$ cat config.mk
export PLATFORM = sky130hd
export DESIGN_NAME = openhw_cnt_sched
export DESIGN_NICKNAME = d
export VERILOG_FILES = /design/src/rtl/openhw_cnt_sched.sv
export SDC_FILE = /design/constraint.sdc
export NUM_CORES = 1
export LEC_CHECK = 0
export CAP_MARGIN = 10
export CORE_AREA = 5 5 177 179
export CTS_CLUSTER_SIZE = 24
export DETAILED_ROUTE_END_ITERATION = 10
export DIE_AREA = 0 0 182 184
export PLACE_DENSITY_LB_ADDON = 0.05
export SKIP_LAST_GASP = 1
export SYNTH_ARGS = -nofsm -noshare
export SYNTH_HDL_FRONTEND = slang
export SYNTH_SLANG_ARGS = --single-unit
$ cat constraint.sdc
create_clock -name clk -period 2.09 [get_ports clk]
set_input_delay 0.418 -clock clk [delete_from_list [all_inputs] [get_ports clk]]
set_output_delay 0.418 -clock clk [all_outputs]
set_load 0.005 [all_outputs]
$ cat src/rtl/openhw_cnt_sched.sv
// Round-robin scheduler sharing one clz/ctz/cpop count unit among NREQ requesters.
// Optional per-requester grant counters are built when CNT_SCHED_PERF_EN is defined.
module openhw_cnt_sched #(
   parameter int unsigned WIDTH = 64,
   parameter int unsigned NREQ  = 2
) (
   input  logic                     clk,
   input  logic                     reset_n,
   input  logic                     Flush,
   input  logic [NREQ-1:0]          ReqValid,
   output logic [NREQ-1:0]          ReqReady,
   input  logic [NREQ*WIDTH-1:0]    ReqA,
   input  logic [NREQ*2-1:0]        ReqB,
   input  logic [NREQ-1:0]          ReqW64,
   output logic [WIDTH-1:0]         CntA,
   output logic [WIDTH-1:0]         CntRevA,
   output logic [1:0]               CntB,
   output logic                     CntW64,
   input  logic [WIDTH-1:0]         CntResult,
   output logic                     RspValid,
   input  logic                     RspReady,
   output logic [$clog2(NREQ)-1:0]  RspId,
   output logic [WIDTH-1:0]         RspResult,
   output logic [NREQ*32-1:0]       PerfGrantCnt
);

   localparam int unsigned IDW = $clog2(NREQ);

   typedef enum logic [1:0] {
      IDLE = 2'd0,
      EXEC = 2'd1,
      RESP = 2'd2
   } state_t;

   state_t           state_q, state_d;
   logic [IDW-1:0]   ptr_q;
   logic [IDW-1:0]   idx_q;
   logic [IDW-1:0]   gnt_idx;
   logic [IDW-1:0]   cand;
   logic [IDW-1:0]   nxt_ptr;
   logic             gnt_any;
   logic             accept;
   logic             hs;
   logic [WIDTH-1:0] sel_a;
   logic [1:0]       sel_b;
   logic             sel_w64;

   // State register
   always_ff @(posedge clk or negedge reset_n) begin
      if (!reset_n) begin
         state_q <= IDLE;
      end else begin
         state_q <= state_d;
      end
   end

   // Next state, round-robin pick and one-hot ready
   always_comb begin
      state_d  = state_q;
      accept   = 1'b0;
      gnt_any  = 1'b0;
      gnt_idx  = '0;
      cand     = '0;
      hs       = 1'b0;
      ReqReady = '0;
      case (state_q)
         IDLE: accept = 1'b1;
         EXEC: state_d = RESP;
         RESP: begin
            if (RspReady) begin
               accept  = 1'b1;
               state_d = IDLE;
            end
         end
         default: state_d = IDLE;
      endcase
      if (Flush || !reset_n) begin
         accept  = 1'b0;
         state_d = IDLE;
      end
      for (int unsigned k = 0; k < NREQ; k++) begin
         cand = IDW'((32'(ptr_q) + k) % NREQ);
         if (!gnt_any && ReqValid[cand]) begin
            gnt_any = 1'b1;
            gnt_idx = cand;
         end
      end
      if (accept && gnt_any) begin
         hs                = 1'b1;
         state_d           = EXEC;
         ReqReady[gnt_idx] = 1'b1;
      end
   end

   // Operand select for the granted requester and the pointer that follows it
   always_comb begin
      sel_a   = '0;
      sel_b   = '0;
      sel_w64 = 1'b0;
      for (int unsigned k = 0; k < NREQ; k++) begin
         if (IDW'(k) == gnt_idx) begin
            sel_a   = ReqA[k*WIDTH +: WIDTH];
            sel_b   = ReqB[k*2 +: 2];
            sel_w64 = ReqW64[k];
         end
      end
      nxt_ptr = IDW'((32'(gnt_idx) + 32'd1) % NREQ);
   end

   // Operand capture on handshake and response register
   always_ff @(posedge clk or negedge reset_n) begin
      if (!reset_n) begin
         CntA      <= '0;
         CntB      <= '0;
         CntW64    <= 1'b0;
         idx_q     <= '0;
         ptr_q     <= '0;
         RspValid  <= 1'b0;
         RspId     <= '0;
         RspResult <= '0;
      end else begin
         if (hs) begin
            CntA   <= sel_a;
            CntB   <= sel_b;
            CntW64 <= (WIDTH == 64) ? sel_w64 : 1'b0;
            idx_q  <= gnt_idx;
            ptr_q  <= nxt_ptr;
         end
         if (Flush) begin
            RspValid <= 1'b0;
         end else if (state_q == EXEC) begin
            RspValid  <= 1'b1;
            RspId     <= idx_q;
            RspResult <= CntResult;
         end else if ((state_q == RESP) && RspReady) begin
            RspValid <= 1'b0;
         end
      end
   end

   // Bit-reversed operand for the count unit
   always_comb begin
      CntRevA = '0;
      for (int unsigned i = 0; i < WIDTH; i++) begin
         CntRevA[i] = CntA[WIDTH-1-i];
      end
   end

`ifdef CNT_SCHED_PERF_EN
   logic [NREQ-1:0][31:0] perf_q;

   // Per-requester grant counters; wrap naturally, untouched by Flush
   always_ff @(posedge clk or negedge reset_n) begin
      if (!reset_n) begin
         perf_q <= '0;
      end else if (hs) begin
         perf_q[gnt_idx] <= perf_q[gnt_idx] + 32'd1;
      end
   end

   assign PerfGrantCnt = perf_q;
`else
   assign PerfGrantCnt = '0;
`endif

endmodule

-- After elaboration in Yosys (flattened, before gate mapping)
Cells that the tools add are included.
- bits of input ports: 204
- register bits after elaboration: 137
- word-level logic and storage cells: 56
- output and inout port bits: 263
- reduce and logical (&&, ||, !) cells: 11
- order comparisons: 4
- bitwise operators: 1
- muxes and demuxes: 25
- equality and inequality tests: 4
- add/subtract/negate cells: 2
- operator list (cell ; count):
    64-bit 2-to-1 mux ; 1
    1-bit 2-to-1 mux ; 16
    2-bit 2-to-1 mux ; 5
    1-bit by 2-bit < comparator with 1-bit output, second input constant ; 3
    2-bit one-hot mux with 3 select lines ; 1
    1-bit logical AND ; 4
    4-bit inequality test, second input constant ; 1
    2-bit AND reduction ; 2
    3-bit inequality test, second input constant ; 1
    3-bit nonzero test ; 1
    1-bit adder, second input constant ; 2
    2-bit by 1-bit equality test with 1-bit output, second input constant ; 1
    2-bit equality test, second input constant ; 1
    1-bit zero test ; 2
    2-bit zero test ; 1
    1-bit one-hot mux with 2 select lines ; 1
    1-bit demux with 1-bit select ; 1
    1-bit greater-or-equal comparator, second input constant ; 1
    1-bit logical OR ; 1
    1-bit NOT ; 1

-- Depth between registers and ports, before layout
- depth after elaboration: 11
- gate-level depth with buffers: 8
- depth with buffers taken out: 4

-- Worst setup path after synthesis
Ideal clock, no wire load.
- path kind: input to output
- start: input port ReqValid[0]
- end: output port ReqReady[1]
- setup slack: 0.597 ns
- arrival: 1.075 ns
- cell stages on the path: 5
- cell sequence: nor2b_1 > buf_2 > buf_2 > nand2b_1 > nor2_1
- longest elaborated chain between the ends: 11
- elaborated cells between the ends (all ways): 17
- classes of those cells: 2 x order compare; 11 x mux; 4 x reduce/logical
- ends and longest elaborated chain (item ; line ; RTL):
    start: declaration ; 10 ; input logic [NREQ-1:0] ReqValid,
    1-bit 2-to-1 mux (not written as such) (2 in series) ; 83 ; if (!gnt_any && ReqValid[cand]) begin
    1-bit 2-to-1 mux ; 83 ;
    1-bit zero test ; 83 ;
    1-bit logical AND ; 83 ;
    1-bit 2-to-1 mux ; 83 ;
    1-bit by 2-bit < comparator with 1-bit output (not written as such) or 1-bit greater-or-equal comparator (tied branches) ; 91 ; ReqReady[gnt_idx] = 1'b1;
    1-bit logical AND (not written as such) ; 91 ;
    1-bit 2-to-1 mux (not written as such) ; 91 ;
    1-bit demux with 1-bit select ; 91 ;
    2-bit 2-to-1 mux * ; 88 ; if (accept && gnt_any) begin
    end: declaration ; 11 ; output logic [NREQ-1:0] ReqReady,
Mark *: on every way between the ends. The rest lies on a longest branch, timed or not. The select of a mux whose other input is x is not followed.

-- Final worst setup path
- start: input port ReqValid[0]
- end: output port ReqReady[0]
The elaborated chain is that of the path after synthesis.

==> metrics.md <==
| Metric | Value |
|---|---|
| Outcome | `finished, final reports clean` |
| Final setup TNS | `0 ns` |
| Routability congestion estimate | `0.711` |
| Util after Layout | `0.393` |
| Synthesized area | `0.00727 mm²` |
| 1st-iter DRT viols | `261` |
| Maxcap violations | `0` |
| Pre-CTS WS | `-0.247 ns` |
| CTS buffer count | `17` |
| Post-route cell area | `0.0115 mm²` |
| Core area | `0.0294 mm²` |
| Final setup fails | `0` |
| Worst EP required | `1.67 ns` |
| PortBufs | `402` |
| Total die area | `0.0335 mm²` |
| CP Max Fanout | `3` |
| Residual DRC | `0` |
| Type of element capturing the critical path | `output pin` |
| Commonest cells after routing, fill and taps aside | `clkdlybuf4s50_1, dfrtp_1, a31oi_1` |
| Mean Syn Cell Area | `10.6 µm²` |
| CP arrival | `1.49 ns` |
| WL final | `28.9 mm` |
| Dpl cells | `1364` |
| Post-Synthesis Cells | `688` |
| Clock latency on the worst-skew pair | `0.42 ns` |
| Synth warn | `0` |
| Total GRT Usage | `0.163` |
| Final HPWL DP | `19.7 mm` |
| CP max-delay cell | `clkdlybuf4s50_1` |
| Share of cells above drive strength 1 | `0.126` |
| Maximum achievable frequency | `0.524 GHz` |
| Drt pass-1 iters | `5` |
| Hold Fails Final Rpt | `0` |
| Clock slew at reported path FFs | `0.06 ns` |
| FP Rows | `63` |
| Slew @ Worst Pin | `0.912 ns` |
| Crit path kind | `input port to output pin` |
| Worst reg2reg path endpoint | `CntA[16]` |
| Antenna Nets Post-Route | `0` |
| Non-filler cells, final | `1396` |
| Seq/Total Area, Yosys | `0.472` |
| Antenna cells | `0` |
| Clock Skews | `0.0163 ns` |
| Fin crit share | `0.913` |
| P_leak | `4.45 nW` |
| CTS tree | `built` |
| Critical path startpoint category | `input port` |
| Post-CTS setup buffers | `0` |
| Seq cells post-synth | `137` |
| R2R depth | `4` |
| I/O pin cnt | `467` |
| Grt ovf | `0` |
| Worst-path cell chain | `clkdlybuf4s50_1, o21ba_4, nand3_2, nor2_1, clkbuf_2` |
| Max-slew violations | `0` |
| Netlist cell types | `21` |
| Vias in the first global route | `6679` |
| Post-DP Area | `0.0109 mm²` |
| CTS Root Cell | `clkbuf_16` |
| Min-Delay Path Class | `input port to async pin` |
| Max clock buf depth | `2` |
| Antenna violations before repair | `3` |
| Synth-to-layout area growth | `58.8%` |
| Sink Count | `137` |
| Chip width | `182 µm` |
| P per Cell Area | `912 mW/mm²` |
| Reg-to-Reg Start | `state_q[0]` |
| Most common cell after layout, fill and taps aside | `clkdlybuf4s50_1` |
| Min Tclk post-route | `1.91 ns` |
| Unrepaired setup endpoints after global routing | `no` |
| Reg2Reg Setup Slack | `0.27 ns` |
| Worst slew margin | `0.392` |
| Largest net degree at the start of global routing | `138` |
| Htree depth | `4` |
| Via/cell ratio | `4.54` |
| Peak VDD IR | `0.000529 V` |
| Initial Util | `0.247` |
| Vias | `6337` |
| First-pass GRT wire length | `42.4 mm` |
| DR WL/cell | `20.7 µm` |
| Nets | `1197` |
| Setup ws final | `0.183 ns` |
| Max incr delay on CP | `0.50 ns` |
| Die Ht | `184 µm` |
cell type report:
type / instances / area (µm²)
Clock buffer: 18 / 429
Clock inverter: 14 / 181
Fill cell: 2924 / 17900
Inverter: 2 / 7.51
Multi-Input combinational cell: 416 / 2800
Sequential cell: 137 / 3430
Tap cell: 390 / 488
Timing Repair Buffer: 419 / 4210
power breakdown:
| group | leakage [nW] | internal, W | switching (W) |
|---|---|---|---|
| Sequential | 1.58 | 0.00328 | 0.000472 |
| Combinational | 2.58 | 0.00238 | 0.00120 |
| Clock | 0.290 | 0.00182 | 0.00138 |
per-layer routing:
layer | global-route usage | part of all wire | up-vias
li1 | - | - | 2920
met1 | 0.208 | 0.44 | 3092
met2 | 0.270 | 0.47 | 299
met3 | 0.0607 | 0.083 | 20
met4 | 0.0243 | 0.0064 | 6
met5 | 0 | 0.0012 | -
how the worst max path moves through the flow:
stage | to | startpoint
final | ReqReady[0] | ReqValid[0]
after CTS | ReqReady[1] | state_q[0]
after detailed placement | ReqReady[1] | ReqValid[0]
after global routing | ReqReady[0] | state_q[0]
after floorplan | ReqReady[1] | ReqValid[0]
after global placement | ReqReady[1] | ReqValid[0]
cells in the mapped netlist:
| master | count | area share |
|---|---|---|
| mux2_2 | 67 | 0.10 |
| nand2b_1 | 2 | 0.0017 |
| buf_4 | 135 | 0.14 |
| o21ba_1 | 1 | 0.0014 |
| a21oi_1 | 1 | 0.00069 |
| o21ai_0 | 68 | 0.047 |
| a31oi_1 | 134 | 0.12 |
| nor2_1 | 4 | 0.0021 |
| clkbuf_1 | 35 | 0.018 |
| dfrtp_1 | 137 | 0.47 |
| nor2b_1 | 3 | 0.0026 |
| nand2_1 | 1 | 0.00052 |
| nand3_2 | 1 | 0.0014 |
| nand3b_1 | 67 | 0.069 |
| conb_1 | 1 | 0.00052 |
| and2_1 | 1 | 0.00086 |
| buf_2 | 22 | 0.015 |
| or2b_1 | 1 | 0.0010 |
| nor3_1 | 1 | 0.00069 |
| inv_2 | 2 | 0.0010 |
| buf_6 | 4 | 0.0062 |
kinds of logic after synthesis:
family,after synthesis,synth area share
AOI/OAI and AO/OA,204,0.164
buffers and inverters,198,0.180
DFF,137,0.472
and+or+nand+nor,81,0.0800
muxes,67,0.104
other,1,0.000516
worst max-delay path: cells and delay by family:
kind | cells | cell delay [ns]
buf+inv | 2 | 0.66
simple gates | 2 | 0.24
compound gates | 1 | 0.16
through the flow:
| step | hold WS (ns) | power [W] |
|---|---|---|
| finish | 0.112 | 0.0105 |
| global placement | 0.489 | 0.00746 |
| global route | 0.186 | 0.0111 |
| floorplan | 0.122 | 0.00524 |
| detailed placement | 0.495 | 0.00746 |
| CTS | 0.199 | 0.0108 |
registers in the layout (all words and copies together), names as in the netlist:
| name | count |
|---|---|
| CntB | 2 |
| RspResult | 64 |
| CntA | 64 |
| CntW64 | 1 |
| RspValid | 1 |
| ptr_q | 1 |
| idx_q | 1 |
| state_q | 2 |
| RspId | 1 |
timing repair:
item	in CTS	in global routing
gates resized for setup	2	4
cloned	0	0
hold buffers	0	0
endpoints found under the setup margin	2	2
(Power assumes the default switching activity.)
